### config.mk
export PLATFORM = sky130hd
export DESIGN_NAME = uart_rx
export DESIGN_NICKNAME = d
export VERILOG_FILES = /design/src/rtl/uart_rx.sv
export SDC_FILE = /design/constraint.sdc
export NUM_CORES = 1
export LEC_CHECK = 0
export ABC_AREA = 1
export BUFFER_PORTS_ARGS = -buffer_cell sky130_fd_sc_hd__buf_2
export CORE_UTILIZATION = 60
export CTS_CLUSTER_DIAMETER = 30
export CTS_CLUSTER_SIZE = 30
export DETAILED_ROUTE_END_ITERATION = 8
export PLACE_DENSITY_LB_ADDON = 0.05
export SLEW_MARGIN = 20
export SYNTH_ARGS = -nofsm -noshare
export SYNTH_HDL_FRONTEND = slang
export SYNTH_SLANG_ARGS = --single-unit
### constraint.sdc
create_clock -name clk -period 3.73 [get_ports clk]
set_input_delay 0.746 -clock clk [delete_from_list [all_inputs] [get_ports clk]]
set_output_delay 0.746 -clock clk [all_outputs]
set_load 0.02 [all_outputs]
### src/rtl/uart_rx.sv
// rtl/uart_rx.sv - 8N1 UART receiver sampling an oversampled baud tick
module uart_rx #(
    parameter int OVERSAMPLE = 8,
    parameter int DATA_BITS  = 8
) (
    input  logic                 clk,
    input  logic                 rst_n,
    input  logic                 baud_tick,
    input  logic                 rx,
    output logic [DATA_BITS-1:0] data,
    output logic                 data_valid,
    output logic                 frame_err,
    output logic                 busy
);

    localparam int SW = $clog2(OVERSAMPLE);
    localparam int BW = (DATA_BITS > 1) ? $clog2(DATA_BITS) : 1;
    localparam logic [SW-1:0] MID_START   = SW'(OVERSAMPLE / 2 - 1);
    localparam logic [SW-1:0] LAST_SAMPLE = SW'(OVERSAMPLE - 1);
    localparam logic [BW-1:0] LAST_BIT    = BW'(DATA_BITS - 1);

    typedef enum logic [2:0] {
        IDLE,
        START,
        DATA,
        STOP,
        BREAK
    } state_t;

    state_t               state;
    logic                 rx_meta;
    logic                 rx_s;
    logic [SW-1:0]        sample_cnt;
    logic [BW-1:0]        bit_cnt;
    logic [DATA_BITS-1:0] shift_reg;

    always_ff @(posedge clk or negedge rst_n) begin
        if (!rst_n) begin
            rx_meta <= 1'b1;
            rx_s    <= 1'b1;
        end else begin
            rx_meta <= rx;
            rx_s    <= rx_meta;
        end
    end

    // Strobes default low every cycle so each lasts exactly one clk.
    always_ff @(posedge clk or negedge rst_n) begin
        if (!rst_n) begin
            state      <= IDLE;
            sample_cnt <= '0;
            bit_cnt    <= '0;
            shift_reg  <= '0;
            data       <= '0;
            data_valid <= 1'b0;
            frame_err  <= 1'b0;
            busy       <= 1'b0;
        end else begin
            data_valid <= 1'b0;
            frame_err  <= 1'b0;
            if (baud_tick) begin
                case (state)
                    IDLE: begin
                        if (!rx_s) begin
                            sample_cnt <= '0;
                            state      <= START;
                            busy       <= 1'b1;
                        end
                    end
                    START: begin
                        sample_cnt <= sample_cnt + 1'b1;
                        if (sample_cnt == MID_START) begin
                            if (rx_s) begin
                                state <= IDLE;
                                busy  <= 1'b0;
                            end else begin
                                sample_cnt <= '0;
                                bit_cnt    <= '0;
                                state      <= DATA;
                            end
                        end
                    end
                    DATA: begin
                        sample_cnt <= sample_cnt + 1'b1;
                        if (sample_cnt == LAST_SAMPLE) begin
                            sample_cnt <= '0;
                            shift_reg  <= {rx_s, shift_reg[DATA_BITS-1:1]};
                            bit_cnt    <= bit_cnt + 1'b1;
                            if (bit_cnt == LAST_BIT) begin
                                state <= STOP;
                            end
                        end
                    end
                    STOP: begin
                        sample_cnt <= sample_cnt + 1'b1;
                        if (sample_cnt == LAST_SAMPLE) begin
                            sample_cnt <= '0;
                            if (rx_s) begin
                                data       <= shift_reg;
                                data_valid <= 1'b1;
                                state      <= IDLE;
                                busy       <= 1'b0;
                            end else begin
                                frame_err <= 1'b1;
                                state     <= BREAK;
                            end
                        end
                    end
                    BREAK: begin
                        // A held-low line must rise before another start is accepted.
                        if (rx_s) begin
                            state <= IDLE;
                            busy  <= 1'b0;
                        end
                    end
                    default: begin
                        state <= IDLE;
                        busy  <= 1'b0;
                    end
                endcase
            end
        end
    end

endmodule
Yosys cells after proc, flatten, opt, wreduce, memory -nomap -nowiden
Index checks and enable logic that the tools add are counted.
{"block": "op_classes", "add_sub_neg": 2, "n_eq_ne": 14, "n_mux": 30, "bitwise_logic": 1, "n_reduce_logical": 10}
{"cell": "3-bit 2-to-1 mux", "n": 13}
{"cell": "3-bit one-hot mux with 5 select lines", "n": 1}
{"cell": "2-bit inequality test, second input constant", "n": 7}
{"cell": "1-bit 2-to-1 mux", "n": 12}
{"cell": "5-bit AND reduction", "n": 2}
{"cell": "3-bit by 2-bit == test with 1-bit output, second input constant", "n": 3}
{"cell": "3-bit == test, second input constant", "n": 3}
{"cell": "3-bit one-hot mux with 3 select lines", "n": 1}
{"cell": "7-bit AND reduction", "n": 1}
{"cell": "3-bit by 1-bit adder with 3-bit output, second input constant", "n": 2}
{"cell": "3-bit one-hot mux with 2 select lines", "n": 1}
{"cell": "3-bit AND reduction", "n": 2}
{"cell": "1-bit one-hot mux with 5 select lines", "n": 1}
{"cell": "4-bit AND reduction", "n": 1}
{"cell": "3-bit by 1-bit == test with 1-bit output, second input constant", "n": 1}
{"cell": "3-bit zero test", "n": 1}
{"cell": "3-bit nonzero test", "n": 1}
{"cell": "2-bit 2-to-1 mux", "n": 1}
{"cell": "2-bit nonzero test", "n": 1}
{"cell": "2-bit OR reduction", "n": 1}
{"cell": "1-bit NOT", "n": 1}
{"block": "totals", "ff_bits": 30, "in_bits": 4, "out_inout_bits": 11, "wordCells": 67}

Longest topological paths before layout
{"block": "depth", "depth_word": 4, "mapped_depth": 9, "ltp_nobuf": 9}

Least setup slack after synthesis
Ideal clock, no wire load.
{"block": "synth_path", "path_type": "reg-to-reg", "from": "register sample_cnt[0]", "to": "register shift_reg[0]", "setup_time_ps": 126, "arrival_ps": 1327, "required_ps": 3604, "setup_slack_ps": 2276, "path_stages_with_launch": 9, "n_path_buf": 1, "synth_period_minus_slack_ps": 1454, "path_cell_list": "dfrtp_1 -> ha_1 -> ha_1 -> nand2_1 -> inv_1 -> nand3_2 -> buf_6 -> nand2_1 -> o21ai_0"}
{"block": "synth_between", "elab_chain_len": 2}
{"element": "start, declared", "line": "33", "source": "logic [SW-1:0] sample_cnt;"}
{"element": "start signal, assigned", "line": "71", "source": "sample_cnt <= sample_cnt + 1'b1;"}
{"element": "start signal, assigned", "line": "84", "source": "sample_cnt <= sample_cnt + 1'b1;"}
{"element": "start signal, assigned", "line": "95", "source": "sample_cnt <= sample_cnt + 1'b1;"}
{"element": "3-bit == test", "line": "85", "source": "if (sample_cnt == LAST_SAMPLE) begin"}
{"element": "3-bit AND reduction (no source line)"}
{"element": "end signal, assigned", "line": "87", "source": "shift_reg <= {rx_s, shift_reg[DATA_BITS-1:1]};"}
{"element": "end, declared", "line": "35", "source": "logic [DATA_BITS-1:0] shift_reg;"}
No other way between the ends.
A chain may end at the register's enable or synchronous reset.

Worst setup path after layout
{"block": "layout_path", "from": "register data[6]", "to": "output data[6]"}
{"element": "start, declared", "line": "10", "source": "output logic [DATA_BITS-1:0] data,"}
{"element": "start signal, assigned", "line": "99", "source": "data <= shift_reg;"}
No word-level cell between the ends.

==> run summary <==
status = finished, final reports clean
vias post-DR = 1225
Final nets = 214
Cells after Synth = 185
HP Class = reg -> reg
startpoint types = flip-flop
non-filler cells, final = 233
CP cell instances = buf_2
total global-route track usage = 24.5%
Buf+Inv Stages, Crit Path = 1
hold violation count in the final report = 0
PwrDens = 533 nW/um^2
Slowest-stage cell, CP = dfrtp_1
period utilization = 44.2%
final total power = 900 uW
CP required = 2.98 ns
Setup TNS = 0 ns
HPWL after DPL = 2090 um
full die area = 2800 sq um
FMAX = 0.607 GHz
placed instance count = 225
DRT Pass-1 Iters = 4
final instance area = 1690 sq um
global-route wire length before repair = 4750 um
hold buffers post-CTS = 0
Setup crit end kind = output port
Area Overhead vs Synth = 8.61%
I/O Buffers = 14
RSZ-0062 raised after global routing = false
die height = 52.9 um
vias per cell = 5.26
CTS Buf Count = 5
worst-margin pin slew = 0.649 ns
Post-DRT Antenna Nets = 0
largest net degree at the start of global routing = 31
Synth Cell Area = 1560 sq um
Crit path max-delay family = flip-flops
min Tclk post-route = 1.65 ns
clock root buffer = clkbuf_4
Ant. Diodes = 0
Die Wd = 52.9 um
Final WS setup = 2.08 ns
synthesized flop and latch total = 30
DR DRC count = 0
clock buffer depth = 2
routed len/inst = 12.4 um
max_cap viols = 0
initial antenna violation count = 0
syn_area_per_cell = 8.41 sq um
vias in the first global route = 1118
worst slack at placement = 2.08 ns
Worst Path Arrival = 0.90 ns
yosys warns = 0
core area = 2450 sq um
fraction of layout cells with a size suffix above 1 = 18.7%
reg-to-reg startpoint = sample_cnt[0]$_DFFE_PN0P_
sequential share of the synthesized area = 48.4%
distinct cell type count of the synthesized netlist = 19
Reg2Reg Capture Point = shift_reg[4]$_DFFE_PN0P_
crit path max fanout = 2
clk sink count = 30
P_leak = 0.915 nW
Mapped Nets = 197
num rows = 18
R2R setup slack = 2.08 ns
VDD IR max = 0.415 mV
final setup violation count = 0
Remaining Overflow, GRT = 0
Initial Utilization = 63.4%
R2R cell count = 7
CTS tree = done
post-CTS setup buffer count = 0
fin. max-slew vios = 0
Worst Hold End = rx_s$_DFF_PN1_
routability cong. = 0.885
htree depth = 2
dpl cell area = 1630 sq um
Slew HR = 56.8%
Reg clk slew, reported paths = 0.10 ns
Worst-Skew Late Latency = 0.34 ns
Resized cells post-CTS = 0
hold depth = 0
slowest stage delay, CP = 0.40 ns
DRT iter0 DRCs = 47
skew final = 0.0113 ns
routed wire length = 2890 um
hold path startpoint = rx_meta$_DFF_PN1_
crit path kind = reg -> out
I/O pin cnt = 15
per-stage QoR:
step           hold WS [ns]  utilization, %
2_1_floorplan         0.345               -
3_3_place_gp          0.347            66.2
3_5_place_dp          0.348            66.2
4_1_cts               0.363            68.8
5_1_grt               0.364            68.8
6_report              0.362            68.8
where the power goes:
part,internal (mW),switching [mW],total [mW]
Sequential,0.366,0.0508,0.417
Clock,0.0905,0.120,0.210
Combinational,0.0949,0.179,0.273
synth_stat cells, drive strengths merged:
cell type  count  area [sq um]
dfstp          2          52.6
ha             8           100
nand2         61           239
nand3         18           108
buf            4          37.5
dfrtp         28           701
nor3           2          10.0
o21ai         18           120
inv           29           109
o211ai         2          15.0
nor2          13          63.8
worst reg2reg max path, cell delays in order, from the launching register on:
cell	delay, ns
dfrtp_1	0.39
ha_1	0.26
ha_1	0.24
nand2_1	0.08
inv_1	0.13
nand3_2	0.23
nand2_1	0.13
o21ai_0	0.09
cells in the final DEF (no fill, tap or decap):
| cell | synthesis | routed |
|---|---|---|
| buf_2 | 0 | 14 |
| clkbuf_4 | 0 | 5 |
| clkbuf_8 | 0 | 1 |
| clkinv_2 | 0 | 1 |
| clkinvlp_4 | 0 | 1 |
| dfrtp_1 | 28 | 28 |
| dfstp_2 | 2 | 2 |
| ha_1 | 8 | 8 |
| inv_1 | 29 | 29 |
| nand2_1 | 59 | 59 |
| nand2_2 | 1 | 1 |
| nand2_4 | 1 | 1 |
| nand3_1 | 16 | 16 |
| nand3_2 | 1 | 1 |
| nand3_4 | 1 | 1 |
| nor2_1 | 11 | 11 |
| nor2_4 | 2 | 2 |
| nor3_1 | 2 | 2 |
| o211ai_1 | 2 | 2 |
| o21ai_0 | 9 | 9 |
| o21ai_1 | 1 | 1 |
| o21ai_2 | 8 | 8 |
final cells by class:
| type | count | area [sq um] |
|---|---|---|
| clock buffers | 6 | 51.3 |
| clock inverters | 2 | 12.5 |
| fillers | 209 | 766 |
| inverters | 29 | 109 |
| multi-input cells | 122 | 656 |
| flip-flops and latches | 30 | 753 |
| well taps | 30 | 37.5 |
| repair buffers | 14 | 70.1 |
worst max path at each step:
stage	start	to	slack (ns)	cells after the start
CTS	sample_cnt[0]$_DFFE_PN0P_	shift_reg[4]$_DFFE_PN0P_	2.08	7
finish	data[6]$_DFFE_PN0P_	data[6]	2.08	1
floorplan	sample_cnt[0]$_DFFE_PN0P_	shift_reg[0]$_DFFE_PN0P_	2.28	8
global placement	baud_tick	shift_reg[0]$_DFFE_PN0P_	2.14	6
detailed placement	baud_tick	shift_reg[4]$_DFFE_PN0P_	2.08	6
global route	sample_cnt[0]$_DFFE_PN0P_	shift_reg[7]$_DFFE_PN0P_	1.85	6
layer usage:
| layer | up-vias | GRT usage, % | wire length, um |
|---|---|---|---|
| met3 | 10 | 10.6 | 173 |
| met2 | 38 | 37.1 | 1330 |
| met5 | - | 0 | 0 |
| met4 | 0 | 13.6 | 72 |
| li1 | 610 | - | - |
| met1 | 567 | 28.7 | 1310 |
kinds of logic after synthesis:
kind of cell               share of synthesized area (%)
AOI/OAI and AO/OA                                   8.69
DFF                                                 48.4
and+or+nand+nor                                     27.0
adders and majority gates                           6.44
buffers and inverters                               9.41
(Power assumes the default switching activity.)
